## src/rtl/alu_pkg.sv

```systemverilog
// Shared types for the multi-lane ALU: command, response and lane state
// encodings used by the lanes, the bank wrapper and its interface.
package alu_pkg;

   typedef enum logic [1:0] {
      CMD_ADD = 2'd0,
      CMD_SUB = 2'd1,
      CMD_SHL = 2'd2,
      CMD_SHR = 2'd3
   } command_names_t;

   typedef enum logic [1:0] {
      RESP_NONE      = 2'd0,
      RESP_OK        = 2'd1,
      RESP_OVERFLOW  = 2'd2,
      RESP_UNDERFLOW = 2'd3
   } response_names_t;

   typedef enum logic [1:0] {
      IDLE  = 2'd0,
      SHIFT = 2'd1,
      DONE  = 2'd2
   } lane_state_t;

endpackage

```

## src/rtl/alu_bank_array_if.sv

```systemverilog
// Per-lane command/result handshake bundle between issuers, the ALU bank
// and result consumers; every field is an array indexed by lane.
interface alu_bank_array_if #(
   parameter int CHANNELS = 4,
   parameter int WIDTH    = 32,
   parameter int CNT_W    = 16
);
   import alu_pkg::*;

   logic [CHANNELS-1:0]                in_valid;
   logic [CHANNELS-1:0]                in_ready;
   command_names_t [CHANNELS-1:0]      in_command;
   logic [CHANNELS-1:0][WIDTH-1:0]     in_data1;
   logic [CHANNELS-1:0][WIDTH-1:0]     in_data2;
   logic [CHANNELS-1:0]                out_valid;
   logic [CHANNELS-1:0]                out_ready;
   logic [CHANNELS-1:0][WIDTH-1:0]     out_data;
   response_names_t [CHANNELS-1:0]     out_response;
   logic [CHANNELS-1:0][CNT_W-1:0]     done_count;

   modport master (
      output in_valid,
      output in_command,
      output in_data1,
      output in_data2,
      output out_ready,
      input  in_ready,
      input  out_valid,
      input  out_data,
      input  out_response,
      input  done_count
   );

   modport slave (
      input  in_valid,
      input  in_command,
      input  in_data1,
      input  in_data2,
      input  out_ready,
      output in_ready,
      output out_valid,
      output out_data,
      output out_response,
      output done_count
   );

endinterface

```

## src/rtl/alu_lane.sv

```systemverilog
// One ALU lane: add/sub in a single cycle, shifts one bit per cycle,
// result held in DONE until taken, plus a wrapping completion counter.
module alu_lane
   import alu_pkg::*;
#(
   parameter int WIDTH = 32,
   parameter int CNT_W = 16
) (
   input  logic               clock,
   input  logic               reset,
   input  logic               in_valid,
   output logic               in_ready,
   input  command_names_t     in_command,
   input  logic [WIDTH-1:0]   in_data1,
   input  logic [WIDTH-1:0]   in_data2,
   output logic               out_valid,
   input  logic               out_ready,
   output logic [WIDTH-1:0]   out_data,
   output response_names_t    out_response,
   output logic [CNT_W-1:0]   done_count
);

   localparam int SW = $clog2(WIDTH);

   lane_state_t       state_q, state_d;
   logic [WIDTH-1:0]  work_q, work_d;
   logic [SW-1:0]     amt_q, amt_d;
   logic              left_q, left_d;
   logic              spill_q, spill_d;
   logic [WIDTH-1:0]  res_q, res_d;
   response_names_t   resp_q, resp_d;
   logic [CNT_W-1:0]  cnt_q, cnt_d;

   logic [WIDTH:0]    sum;
   logic [WIDTH-1:0]  step;
   logic              spill_nxt;

   assign out_data     = res_q;
   assign out_response = resp_q;
   assign done_count   = cnt_q;

   always_comb begin
      state_d   = state_q;
      work_d    = work_q;
      amt_d     = amt_q;
      left_d    = left_q;
      spill_d   = spill_q;
      res_d     = res_q;
      resp_d    = resp_q;
      cnt_d     = cnt_q;
      sum       = {1'b0, in_data1} + {1'b0, in_data2};
      step      = left_q ? (work_q << 1) : (work_q >> 1);
      spill_nxt = spill_q | (left_q & work_q[WIDTH-1]);
      in_ready  = (state_q == IDLE) ||
                  ((state_q == DONE) && out_ready);
      out_valid = (state_q == DONE);

      unique case (state_q)
         IDLE: ;
         SHIFT: begin
            work_d  = step;
            amt_d   = amt_q - SW'(1);
            spill_d = spill_nxt;
            if (amt_q == SW'(1)) begin
               res_d   = step;
               resp_d  = spill_nxt ? RESP_OVERFLOW : RESP_OK;
               state_d = DONE;
            end
         end
         DONE: begin
            if (out_ready) begin
               cnt_d   = cnt_q + CNT_W'(1);
               state_d = IDLE;
            end
         end
      endcase

      // A new command may land in the same cycle the old result is taken.
      if (in_ready && in_valid) begin
         unique case (in_command)
            CMD_ADD: begin
               res_d   = sum[WIDTH-1:0];
               resp_d  = sum[WIDTH] ? RESP_OVERFLOW : RESP_OK;
               state_d = DONE;
            end
            CMD_SUB: begin
               res_d   = in_data1 - in_data2;
               resp_d  = (in_data1 < in_data2) ? RESP_UNDERFLOW
                                               : RESP_OK;
               state_d = DONE;
            end
            CMD_SHL, CMD_SHR: begin
               if (in_data2[SW-1:0] == '0) begin
                  res_d   = in_data1;
                  resp_d  = RESP_OK;
                  state_d = DONE;
               end else begin
                  work_d  = in_data1;
                  amt_d   = in_data2[SW-1:0];
                  left_d  = (in_command == CMD_SHL);
                  spill_d = 1'b0;
                  state_d = SHIFT;
               end
            end
         endcase
      end
   end

   always_ff @(posedge clock) begin
      if (reset) begin
         state_q <= IDLE;
         work_q  <= '0;
         amt_q   <= '0;
         left_q  <= 1'b0;
         spill_q <= 1'b0;
         res_q   <= '0;
         resp_q  <= RESP_NONE;
         cnt_q   <= '0;
      end else begin
         state_q <= state_d;
         work_q  <= work_d;
         amt_q   <= amt_d;
         left_q  <= left_d;
         spill_q <= spill_d;
         res_q   <= res_d;
         resp_q  <= resp_d;
         cnt_q   <= cnt_d;
      end
   end

endmodule

```

## src/rtl/alu_bank_array.sv

```systemverilog
// Bank of CHANNELS fully independent ALU lanes sharing one clock/reset;
// lane i is wired to element i of every interface array.
module alu_bank_array
   import alu_pkg::*;
#(
   parameter int CHANNELS = 4,
   parameter int WIDTH    = 32,
   parameter int CNT_W    = 16
) (
   input  logic            clock,
   input  logic            reset,
   alu_bank_array_if.slave bus
);

   for (genvar i = 0; i < CHANNELS; i++) begin : g_lane
      alu_lane #(
         .WIDTH (WIDTH),
         .CNT_W (CNT_W)
      ) u_lane (
         .clock        (clock),
         .reset        (reset),
         .in_valid     (bus.in_valid[i]),
         .in_ready     (bus.in_ready[i]),
         .in_command   (bus.in_command[i]),
         .in_data1     (bus.in_data1[i]),
         .in_data2     (bus.in_data2[i]),
         .out_valid    (bus.out_valid[i]),
         .out_ready    (bus.out_ready[i]),
         .out_data     (bus.out_data[i]),
         .out_response (bus.out_response[i]),
         .done_count   (bus.done_count[i])
      );
   end

endmodule

```

## src/flat_wrapper.sv

```systemverilog
// flat-port wrapper written by rule: the top's interface ports become plain ports
module alu_bank_array_flat import alu_pkg::*;
#(
   parameter int CHANNELS = 4,
   parameter int WIDTH    = 32,
   parameter int CNT_W    = 16
)
  (clock, reset, bus_in_valid, bus_in_command, bus_in_data1, bus_in_data2, bus_out_ready, bus_in_ready, bus_out_valid, bus_out_data, bus_out_response, bus_done_count);
  alu_bank_array_if #(.CHANNELS(CHANNELS), .WIDTH(WIDTH), .CNT_W(CNT_W)) bus_i ();
  input  logic clock;
  input  logic reset;
  input wire logic [$bits(bus_i.in_valid)-1:0] bus_in_valid;
  input wire logic [$bits(bus_i.in_command)-1:0] bus_in_command;
  input wire logic [$bits(bus_i.in_data1)-1:0] bus_in_data1;
  input wire logic [$bits(bus_i.in_data2)-1:0] bus_in_data2;
  input wire logic [$bits(bus_i.out_ready)-1:0] bus_out_ready;
  output wire logic [$bits(bus_i.in_ready)-1:0] bus_in_ready;
  output wire logic [$bits(bus_i.out_valid)-1:0] bus_out_valid;
  output wire logic [$bits(bus_i.out_data)-1:0] bus_out_data;
  output wire logic [$bits(bus_i.out_response)-1:0] bus_out_response;
  output wire logic [$bits(bus_i.done_count)-1:0] bus_done_count;
  assign bus_i.in_valid = bus_in_valid;
  assign bus_i.in_command = bus_in_command;
  assign bus_i.in_data1 = bus_in_data1;
  assign bus_i.in_data2 = bus_in_data2;
  assign bus_i.out_ready = bus_out_ready;
  assign bus_in_ready = bus_i.in_ready;
  assign bus_out_valid = bus_i.out_valid;
  assign bus_out_data = bus_i.out_data;
  assign bus_out_response = bus_i.out_response;
  assign bus_done_count = bus_i.done_count;
  alu_bank_array #(.CHANNELS(CHANNELS), .WIDTH(WIDTH), .CNT_W(CNT_W)) u_core (.clock(clock), .reset(reset), .bus(bus_i));
endmodule
```

## config.mk

```make
export PLATFORM = sky130hd
export DESIGN_NAME = alu_bank_array_flat
export DESIGN_NICKNAME = d
export VERILOG_FILES = /design/src/rtl/alu_pkg.sv /design/src/rtl/alu_bank_array_if.sv /design/src/rtl/alu_lane.sv /design/src/rtl/alu_bank_array.sv /design/src/flat_wrapper.sv
export SDC_FILE = /design/constraint.sdc
export NUM_CORES = 2
export LEC_CHECK = 0
export ABC_AREA = 0
export BUFFER_PORTS_ARGS = -buffer_cell sky130_fd_sc_hd__buf_4
export CAP_MARGIN = 20
export CORE_ASPECT_RATIO = 0.5
export CORE_MARGIN = 4
export CORE_UTILIZATION = 35
export CTS_CLUSTER_DIAMETER = 60
export DETAILED_ROUTE_END_ITERATION = 8
export PLACE_DENSITY = 0.64
export SETUP_SLACK_MARGIN = 0.2
export SYNTH_ARGS = -nofsm -noshare
export SYNTH_HDL_FRONTEND = slang
export SYNTH_SLANG_ARGS = --single-unit
```

## constraint.sdc

```tcl
create_clock -name clock -period 9.45 [get_ports clock]
set_input_delay 2.835 -clock clock [delete_from_list [all_inputs] [get_ports clock]]
set_output_delay 2.835 -clock clock [all_outputs]
set_load 0.02 [all_outputs]
```

* Word level (Yosys, flattened, before mapping) *
Cells that the tools add are included.

word-level totals
  memory bits (read-only) = 0
  logic and storage cells = 272
  register bits after elaboration = 364
  bits in writable memories = 0
  bits of input ports = 274
  memories kept = 0
  bits in latches = 0
  output and inout bits = 208

operators by class
  multiply operators = 0
  multiplexer cells = 128
  $add $sub $neg = 16
  equal/unequal tests = 32
  divide/modulo/power cells = 0
  shift-type cells = 0
  reductions and logical operators = 48
  bitwise operators = 12
  magnitude comparators = 4

operator list
  operator               count
  $mux 32                36
  $pmux 32 s3            4
  $add 32x32->33         4
  $lt 32x32->1           4
  $sub 32x32->32         4
  $mux 2                 44
  $mux 5                 16
  $add 16x1->16 const B  4
  $pmux 2 s2             8
  $eq 2x2->1 const B     12
  $pmux 2 s3             4
  $reduce_and 3->1       8
  $eq 5x1->1 const B     4
  $logic_not 5->1        4
  $sub 5x1->5 const B    4
  $eq 2x1->1 const B     8
  $logic_not 2->1        8
  $mux 1                 16
  $reduce_or 2->1        8
  $ne 3x2->1 const B     4
  $ne 3x3->1 const B     4
  $reduce_bool 3->1      4
  $logic_and 1x1->1      8
  $reduce_and 2->1       4
  other kinds (4)        16

* Logic depth before layout (Yosys ltp) *
  depth after elaboration = 8
  mapped depth = 14
  mapped depth without buffers = 14

* Cells and area by module *
From an unflattened synthesis, not the netlist that was laid out.

unflattened totals
  cells, all modules = 4680
  area, all modules = 33683.6 um2

by module, submodules not included
  module                               sequential area each (um2)  area an instance (um2)  cells each  times used
  alu_lane at u_core.g_lane[1].u_lane  1821.7                      8530.7                  1181        1
  alu_lane at u_core.g_lane[3].u_lane  1821.7                      8433.1                  1180        1
  alu_lane at u_core.g_lane[2].u_lane  1821.7                      8360.5                  1157        1
  alu_lane at u_core.g_lane[0].u_lane  1821.7                      8359.3                  1162        1

* Least setup slack after synthesis *
No wires, ideal clock.

  path kind = input-to-output
  start = input port bus_out_ready[0]
  end = output port bus_in_ready[0]
  buffers on the path = 1
  data arrival time = 3203 ps
  required time = 6615 ps
  slack = 3412 ps
  stages on the path = 3
  cells stage by stage = inv_1 a21oi_1 buf_4

between the ends
  word-level cells in the longest chain between the ends = 2

ends and longest elaborated chain
  element             line                source
  start: declaration  flat_wrapper.sv:16  input wire logic [$bits(bus_i.out_ready)-1:0] bus_out_ready;
  $logic_and 1x1->1   alu_lane.sv:55      ((state_q == DONE) && out_ready);
  $logic_or 1x1->1    alu_lane.sv:54      in_ready = (state_q == IDLE) ||
  end: declaration    flat_wrapper.sv:17  output wire logic [$bits(bus_i.in_ready)-1:0] bus_in_ready;

Every way passes these cells.

* Worst setup path after layout *
  start = input port bus_out_ready[2]
  end = output port bus_in_ready[2]

The elaborated chain is that of the path after synthesis.

==> results.yml <==
finish:
  multi_input_area_um2: 22900
  area_growth_pct: 17.6
  fin_cells: 6053
  final_area_um2: 38000
  regArea_um2: 7290
  drive_above_1_share_pct: 13.3
  fillerInstances: 9438
  nNetsFinal: 5322
detailed_routing:
  wirelength_um: 133000
  met1_length_um: 56900
  highest_layer: "met5"
  detail_route.vias_per_cell: 5.78
  wl_met3_um: 7680
  num_vias: 35012
  wl_per_cell_um: 22.0
  drc: 0
  drt_first_pass_iters: 6
  drt_iter0_drc: 3189
  ant_nets: 0
  route.met2.wl_um: 61400
global_route:
  grt_overflow_total: 0
  grt_max_degree: 97
  grt_pass1_wl_um: 201000
  grt_pass1_vias: 33325
  grt_use_total_pct: 25.7
  antenna_found_initial: 15
timing:
  hold_slack_ps: 508
  period_needed_ps: 6570
  finalClockSkew_ps: 22.7
  setup_violations: 0
  rsz0062_at_grt: "no"
  finalSetupTns_ps: 0
  maxSlewHeadroom_pct: 25.0
  max_freq_mhz: 152
  slew_viol_final: 0
  finalCritPeriodShare_pct: 69.5
  hold_viol_final: 0
  worstMarginPinSlew_ps: 1110
placed_design:
  placed_area_um2: 36600
  placed_cells: 5962
  place_hpwl_um: 101000
  place_congestion: 0.964
  numPortBuffers: 481
flow_run:
  cap_violations: 0
worst_setup_path:
  r2r_slack_ps: 6260
  required_ps: 6620
  r2r_start: "u_core.g_lane[2].u_lane.state_q[1]$_SDFFE_PP0P_"
  r2r-end: "u_core.g_lane[2].u_lane.out_data[14]$_SDFF_PP0_"
  endpoint_kind: "output pin"
  criticalPathCategory: "in2out"
  worst_ep_arrival_time_ps: 3730
  start_kind: "primary input"
  crit_fanout: 3
  ff2ff_path_depth: 5
clock_network:
  post_cts_buffers: 0
  clockBufferDepth: 3
  cts.sinks: 364
  numCtsBuffers: 43
  clk_pin_slew_ps: 60
  cts-hold-fix-buffers: 0
  root_buffer: "clkbuf_16"
  tritoncts: "yes"
  clk_latency_ps: 610
  ctsResizeCount: 0
  htree_levels: 2
floorplanning:
  core_um2: 91200
  std_cell_rows: 78
  initial_core_util_pct: 35.5
  pin_count: 482
  dieArea_um2: 97600
  die_w_um: 438
  die_h_um: 223
yosys:
  syn_area_um2: 32300
  synth_flop_cell: "dfxtp_1"
  ys_warn_count: 0
  synth.distinct_cells: 81
  synth_nets: 5074
  synth_edf_count: 0
  yosysSeqAreaShare_pct: 22.5
  synth.avg_cell_area_um2: 7.15
  ys_seq_elements: 364
  async_flop_share_pct: 0
  synth_cells: 4520
pwr:
  power.leakage_nw: 15.6
  ir_drop_mv: 0.106
  power_density_nw_per_um2: 141
min_path:
  min_from: "u_core.g_lane[3].u_lane.done_count[9]$_SDFFE_PP0P_"
  whs_path_depth: 2
  min_to: "u_core.g_lane[3].u_lane.done_count[9]$_SDFFE_PP0P_"
  hp-class: "reg2reg"
status:
  status: "finished clean"
## cells in the final DEF, fill, tap and decap left out, types with 77 or more instances in the layout
| cell type | Yosys | final |
|---|---|---|
| dfxtp_1 | 364 | 360 |
| buf_4 | 8 | 516 |
| a21oi_1 | 585 | 584 |
| a211oi_1 | 100 | 100 |
| xnor2_1 | 127 | 127 |
| o211ai_1 | 123 | 123 |
| nand3_1 | 78 | 77 |
| inv_1 | 269 | 269 |
| nand2_1 | 445 | 445 |
| o21ai_0 | 231 | 231 |
| nor2_1 | 545 | 541 |
| ha_1 | 272 | 272 |
| nor3_1 | 80 | 80 |
| mux2i_1 | 139 | 139 |
## worst max path at each step
stage / start / end / slack (ps) / depth (start not counted)
2_1_floorplan: bus_out_ready[0] / bus_in_ready[0] / 3410 / 3
3_3_place_gp: bus_out_ready[2] / bus_in_ready[2] / 2890 / 4
3_5_place_dp: bus_out_ready[2] / bus_in_ready[2] / 2890 / 4
4_1_cts: bus_out_ready[2] / bus_in_ready[2] / 2880 / 4
5_1_grt: bus_out_ready[2] / bus_in_ready[2] / 2850 / 4
6_report: bus_out_ready[2] / bus_in_ready[2] / 2880 / 4
## layout make-up
cell class	count	share of cell area [%]
sequential	364	19.2
inverter	271	2.68
clock buffer	56	3.14
clock inverter	20	0.428
multi-input combinational	3570	60.1
timing repair buffer	518	10.3
antenna	14	0.0922
tap	1240	4.08
## synthesized netlist by cell type (all sizes together) (32+ instances only)
| master | n | area [µm²] |
|---|---|---|
| a21o | 49 | 368 |
| nand2b | 32 | 200 |
| a21oi | 585 | 2930 |
| a31oi | 32 | 200 |
| nor2b | 45 | 282 |
| xnor2 | 127 | 1110 |
| mux2i | 139 | 1390 |
| and3 | 41 | 257 |
| o21ai | 235 | 1180 |
| a221oi | 33 | 289 |
| o21bai | 48 | 360 |
| ha | 272 | 3400 |
| a221o | 37 | 370 |
| dfxtp | 364 | 7290 |
| o31ai | 39 | 293 |
| nor3 | 80 | 400 |
| buf | 45 | 210 |
| inv | 269 | 1010 |
| xor2 | 67 | 587 |
| nor2 | 545 | 2050 |
| o2bb2ai | 32 | 280 |
| nand3 | 78 | 390 |
| a211oi | 100 | 751 |
| o211ai | 123 | 923 |
| nand2 | 445 | 1670 |
| clkbuf | 270 | 1010 |
## metal layers
metal | vias to the layer above | global-route usage [%]
met5 | - | 0
met2 | 1317 | 42.0
li1 | 16620 | -
met1 | 16765 | 33.3
met4 | 2 | 13.8
met3 | 308 | 3.10
## per-stage QoR
step / util [%] / total power, mW / setup WS, ps
2_1_floorplan: - / 3.00 / 3410
3_3_place_gp: 40.2 / 3.63 / 2890
4_1_cts: 41.7 / 5.35 / 2880
3_5_place_dp: 40.2 / 3.64 / 2890
6_report: 41.7 / 5.35 / 2880
5_1_grt: 41.7 / 5.60 / 2850
## registers in the layout, summed over array words and instances (netlist names)
register / cells
u_core.g_lane.u_lane.out_data: 128
u_core.g_lane.u_lane.work_q: 128
u_core.g_lane.u_lane.done_count: 64
u_core.g_lane.u_lane.amt_q: 20
u_core.g_lane.u_lane.out_response: 8
u_core.g_lane.u_lane.state_q: 8
u_core.g_lane.u_lane.left_q: 4
u_core.g_lane.u_lane.spill_q: 4
## report_power, final
| part | total (mW) | leakage [nW] | internal (mW) | switching (mW) |
|---|---|---|---|---|
| Sequential | 1.78 | 2.98 | 1.66 | 0.124 |
| Combinational | 1.87 | 11.9 | 0.735 | 1.14 |
| Clock | 1.70 | 0.667 | 0.925 | 0.771 |
| Total | 5.35 | 15.6 | 3.31 | 2.03 |
## worst max-delay path: stages
cell     delay (ps)
buf_4            80
inv_1            30
a21oi_1         520
buf_4           260
## logic make-up (layout without fill, tap and decap cells)
family                     count (synthesis)  in the layout  synth area share, %
DFF                                      364            364                 22.5
other                                      0             14                    0
and+or+nand+nor                         1419           1419                 19.4
buffers and inverters                    586            865                 6.93
adders and majority gates                280            280                 11.0
AOI/OAI and AO/OA                       1532           1532                 30.3
muxes                                    145            145                 4.51
xor gates and xnor gates                 194            194                 5.26
No activity file was read; power rests on OpenSTA's default activity.
